===== config.mk =====
export PLATFORM = sky130hd
export DESIGN_NAME = key_event
export DESIGN_NICKNAME = d
export VERILOG_FILES = /design/src/rtl/key_event.sv
export SDC_FILE = /design/constraint.sdc
export NUM_CORES = 1
export LEC_CHECK = 0
export CAP_MARGIN = 10
export CORE_MARGIN = 2
export CORE_UTILIZATION = 46
export CTS_CLUSTER_SIZE = 14
export DETAILED_ROUTE_END_ITERATION = 6
export PLACE_DENSITY = 0.69
export SYNTH_ARGS = -nofsm -noshare
export SYNTH_HDL_FRONTEND = slang
export SYNTH_SLANG_ARGS = --single-unit

===== constraint.sdc =====
create_clock -name clk -period 4.8 [get_ports clk]
set_clock_uncertainty 0.1 [all_clocks]
set_input_delay 0.96 -clock clk [delete_from_list [all_inputs] [get_ports clk]]
set_output_delay 0.96 -clock clk [all_outputs]
set_load 0.01 [all_outputs]

===== src/rtl/key_event.sv =====
// Button event decoder: press, release, short-press, long-press and optional auto-repeat pulses.
// Define KEY_REPEAT_EN to enable the auto-repeat counter in the LONG state.
module key_event #(
    parameter int unsigned LONG_TICKS   = 100,
    parameter int unsigned REPEAT_TICKS = 20
) (
    input  logic clk,
    input  logic rst_n,
    input  logic input_btn,
    output logic press_pulse,
    output logic release_pulse,
    output logic short_pulse,
    output logic long_pulse,
    output logic repeat_pulse,
    output logic held
);

    localparam int unsigned CW = 8;
    localparam logic [CW-1:0] LONG_LAST = CW'(LONG_TICKS - 1);
`ifdef KEY_REPEAT_EN
    localparam logic [CW-1:0] REPEAT_LAST = CW'(REPEAT_TICKS - 1);
`endif

    typedef enum logic [1:0] {
        IDLE    = 2'd0,
        PRESSED = 2'd1,
        LONG    = 2'd2
    } state_t;

    state_t        state;
    logic [CW-1:0] cnt;

    // Counter is cleared on every state entry so it stays below the threshold and never wraps.
    always_ff @(posedge clk or negedge rst_n) begin
        if (!rst_n) begin
            state         <= IDLE;
            cnt           <= '0;
            press_pulse   <= 1'b0;
            release_pulse <= 1'b0;
            short_pulse   <= 1'b0;
            long_pulse    <= 1'b0;
            held          <= 1'b0;
`ifdef KEY_REPEAT_EN
            repeat_pulse  <= 1'b0;
`endif
        end else begin
            press_pulse   <= 1'b0;
            release_pulse <= 1'b0;
            short_pulse   <= 1'b0;
            long_pulse    <= 1'b0;
`ifdef KEY_REPEAT_EN
            repeat_pulse  <= 1'b0;
`endif
            case (state)
                IDLE: begin
                    if (input_btn) begin
                        state       <= PRESSED;
                        cnt         <= '0;
                        press_pulse <= 1'b1;
                        held        <= 1'b1;
                    end
                end
                PRESSED: begin
                    // Release takes priority over reaching the long threshold on the same edge.
                    if (!input_btn) begin
                        state         <= IDLE;
                        cnt           <= '0;
                        release_pulse <= 1'b1;
                        short_pulse   <= 1'b1;
                        held          <= 1'b0;
                    end else if (cnt == LONG_LAST) begin
                        state      <= LONG;
                        cnt        <= '0;
                        long_pulse <= 1'b1;
                    end else begin
                        cnt <= cnt + CW'(1);
                    end
                end
                LONG: begin
                    if (!input_btn) begin
                        state         <= IDLE;
                        cnt           <= '0;
                        release_pulse <= 1'b1;
                        held          <= 1'b0;
                    end
`ifdef KEY_REPEAT_EN
                    else if (cnt == REPEAT_LAST) begin
                        cnt          <= '0;
                        repeat_pulse <= 1'b1;
                    end else begin
                        cnt <= cnt + CW'(1);
                    end
`endif
                end
                default: begin
                    state <= IDLE;
                    cnt   <= '0;
                    held  <= 1'b0;
                end
            endcase
        end
    end

`ifndef KEY_REPEAT_EN
    assign repeat_pulse = 1'b0;
`endif

endmodule


==> Word-level counts from Yosys, hierarchy flattened <==
Index checks and enable logic that the tools add are counted.
{ "word_totals": {"wordCells": 41, "output_inout_bits": 6, "inputBits": 3, "register_bits": 15} }
{ "classes": {"n_eq_ne": 7, "n_reduce_logical": 5, "add_sub_neg": 1, "muxes": 21} }
{ "ops": {"columns": ["operator", "n"], "rows": [
  ["8-bit two-way mux", 4],
  ["8-bit case mux with 3 select lines", 1],
  ["1-bit two-way mux", 10],
  ["8-bit by 1-bit adder with 8-bit output, second input constant", 1],
  ["8-bit by 7-bit equality test with 1-bit output, second input constant", 1],
  ["2-bit two-way mux", 4],
  ["2-bit inequality test, second input constant", 3],
  ["2-bit case mux with 3 select lines", 1],
  ["2-bit AND reduction", 2],
  ["3-bit inequality test, second input constant", 1],
  ["3-bit AND reduction", 1],
  ["2-bit by 1-bit equality test with 1-bit output, second input constant", 1],
  ["2-bit equality test, second input constant", 1],
  ["2-bit zero test", 1],
  ["1-bit case mux with 2 select lines", 1],
  ["2-bit OR reduction", 1]
]} }

==> Longest topological paths before layout <==
{ "logic_depth": {"depth_word": 4, "depth_mapped": 6, "depth_no_buf": 6} }

==> Least setup slack after synthesis <==
Ideal clock, no wire load.
{ "synth_path": {"path_type": "in2reg", "start": "input input_btn", "end": "register state[0]", "t_arrival_ns": 1.975, "path_buffers": 1, "path_stages": 4, "path_slack_ns": 2.600, "setup_time_ns": 0.125, "required_ns": 4.575, "cell_sequence": "buf_6 -> mux2_4 -> a31oi_4 -> mux2_4"} }
{ "synth_between": {"elab_chain_cells": 2, "word_cells_on_any_way": 6, "classes_between": "eq/ne: 3; mux: 2; reduce/logical: 1"} }
{ "synth_rtl": {"columns": ["element", "line_no", "text"], "rows": [
  ["from (decl)", "9", "input logic input_btn,"],
  ["3-bit inequality test (no line), or another cell as far along", null, null],
  ["3-bit AND reduction (no line) / 2-bit case mux with 3 select lines (equally long branches)", null, null],
  ["to (signal assigned)", "36", "state <= IDLE;"],
  ["to (signal assigned)", "57", "state <= PRESSED;"],
  ["to (signal assigned)", "66", "state <= IDLE;"],
  ["to (decl)", "30", "state_t state;"]
]} }
Several ways; a longest one is shown, not always the timed one.
A chain may end at the register's enable or synchronous reset.

==> Final worst setup path <==
Same ends and word-level chain as after synthesis.

==> flow_metrics.tcl <==
set metrics [dict create \
    status "finished clean" \
    critical_path_class "in -> reg" \
    grt_remaining_overflow 0 \
    fin_setup_tns_ns 0 \
    cpPeakStageDelay_ns 0.72 \
    maxSlewViolCount 0 \
    hold_viol_final 0 \
    diodes 0 \
    die_area_um2 2130 \
    synthArstFlopShare 1.00 \
    cp_data_arrival_time_ns 2.69 \
    reg2regPathDepth 5 \
    ys.flop_type "dfrtp_1" \
    vdd_drop_max_mv 0.272 \
    synthTopCellsByArea "dfrtp_1 (46%), ha_1 (9.2%), mux2_4 (3.7%), nor2_1 (3.7%), nand4bb_4 (3.4%)" \
    worst_slew_pin_slew_ns 0.655 \
    synthDistinctLibCells 27 \
    die_x_um 46.1 \
    die_y_um 46.1 \
    synth_top_area_frac 0.460 \
    holdBufCountCts 0 \
    grt_pass1_vias 442 \
    insertion_delay_ns 0.28 \
    r2r-start "state[0]" \
    drt-vias-per-instance 4.96 \
    dr.pass1.iters 3 \
    drc 0 \
    end_kind "flop" \
    post_cts_buffers 0 \
    clock_sinks 15 \
    cts_tree "built" \
    wl_per_cell_um 12.4 \
    timing.fmax_mhz 383 \
    routed-via-count 471 \
    num_rows 15 \
    netlist_instances 69 \
    synth_common_cells "dfrtp_1 (15), nor2_1 (8), nand2_1 (7)" \
    rsz0062_at_grt "false" \
    startpoint "input_btn" \
    hp-class "reg -> reg" \
    path_cells "clkdlybuf4s50_1 > mux2_4 > a31oi_4 > mux2_4" \
    synth_most_common_cell "dfrtp_1" \
    postRouteAntennaNets 0 \
    timing.slew.headroom 0.562 \
    track_usage 0.143 \
    cts_root_buffer "clkbuf_4" \
    yosysWarnings 0 \
    port_buffers 7 \
    final_net_count 88 \
    core_area_um2 1690 \
    synthesis.nets 78 \
    hpwl_um 869 \
    drt_iter0_markers 6 \
    h-tree-depth 1 \
    gp_congestion 0.775 \
    setup_viol 0 \
    antenna_found_initial 0 \
    drv_cap 0 \
    reg2reg_slack_ns 2.90 \
    ys_seq_area_frac 0.460 \
    avgSynthCellArea_um2 11.8 \
    synthesis.area_um2 816 \
    cpMaxStageDelayCell "clkdlybuf4s50_1" \
    worstReg2RegEnd "state[0]" \
    ys_ff_latch 15 \
    n_fill_cell 148 \
    synth_edf_count 0 \
    powerDensity_nw_per_um2 405 \
    worst_slack_ns 2.19 \
    crit_top_cell "mux2_4" \
    syn_to_final_growth_pct 12.3 \
    drt-total-wl_um 1180 \
    power_uw 371 \
    endpoint "state[0]" \
    fin_util 0.542 \
    startpoint_type "input port" \
    yosys.area.top_type "dfrtp_1" \
    grt_pass1_wl_um 2040 \
    place_ws_ns 1.90 \
    grt_max_degree 16 \
    min_period_ns 2.61 \
    numCtsBuffers 3 \
    cp_max_fo 10 \
    finalCritPeriodShare 0.544 \
    drive_gt1_frac 0.205 \
    leakage_nw 0.407 \
    io_pins 9 \
    clock_path_buffers 2 \
    start_util 0.483 \
    cp.required_ns 4.88 \
    cts-resized-gates 0 \
    clk_pin_slew_ns 0.10 \
]
worst max-delay path, delay by kind of cell:
| family | cells | cell delay (ns) |
|---|---|---|
| multiplexers | 2 | 0.73 |
| buffers and inverters | 1 | 0.72 |
| AO/OA/AOI/OAI | 1 | 0.28 |
flip-flops by register name, indices dropped and copies added, names as in the netlist:
name and flops:
long_pulse 1, press_pulse 1, held 1, release_pulse 1
cnt 8, state 2, short_pulse 1
cell type report:
cell class	instances	area (µm²)	area share
clock inverter	1	5.00	0.00546
sequential	15	375	0.410
inverter	2	7.51	0.00820
clock buffer	3	22.5	0.0246
multi-input combinational	50	414	0.452
timing repair buffer	7	70.1	0.0765
tap	17	21.3	0.0232
layer usage:
layer	track usage	up-vias	wire length [µm]
met5	0	-	0
met2	0.181	4	500
met4	0.0514	0	0
met1	0.215	215	644
li1	-	252	-
met3	0.0588	0	30
per-stage QoR:
step	std cells	hold WS (ns)	area (µm²)
after floorplan	69	0.399	816
after global placement	91	0.424	888
after detailed placement	91	0.424	888
after CTS	95	0.449	916
after global routing	95	0.491	916
final	95	0.449	916
logic make-up (layout without fill, tap and decap cells):
group,after synthesis,in the layout,share of synthesized area
AOI/OAI and AO/OA,5,5,0.0614
xor gates and xnor gates,6,6,0.0644
adders and majority gates,6,6,0.0920
buffers and inverters,4,13,0.0322
DFF,15,15,0.460
muxes,4,4,0.0629
other,1,1,0.00460
and+or+nand+nor,28,28,0.222
cell usage in the layout (no fill, tap or decap), drive strengths merged:
master,Yosys,final
nand4,3,3
nor4,1,1
nand2,7,7
a22o,1,1
nand3,1,1
and3,1,1
a31oi,1,1
clkdlybuf4s50,0,7
and2,1,1
a2bb2oi,1,1
mux2,3,3
inv,2,2
ha,6,6
nor3,2,2
and2b,2,2
nor2,9,9
xor2,3,3
o21ai,2,2
mux2i,1,1
dfrtp,15,15
xnor2,3,3
nand4bb,1,1
conb,1,1
clkbuf,0,3
clkinv,0,1
power by group:
group          switching (mW)  internal, mW  leakage, nW
combinational          0.0660        0.0702        0.188
clock                  0.0399        0.0309       0.0177
sequential             0.0163         0.148        0.201
worst min path at each step:
stage	startpoint	endpoint	cells past startpoint
floorplan	cnt[1]	cnt[1]	2
global placement	held	held	1
detailed placement	held	held	1
CTS	held	held	1
global route	held	held	1
finish	held	held	1
No activity file was read; power rests on OpenSTA's default activity.
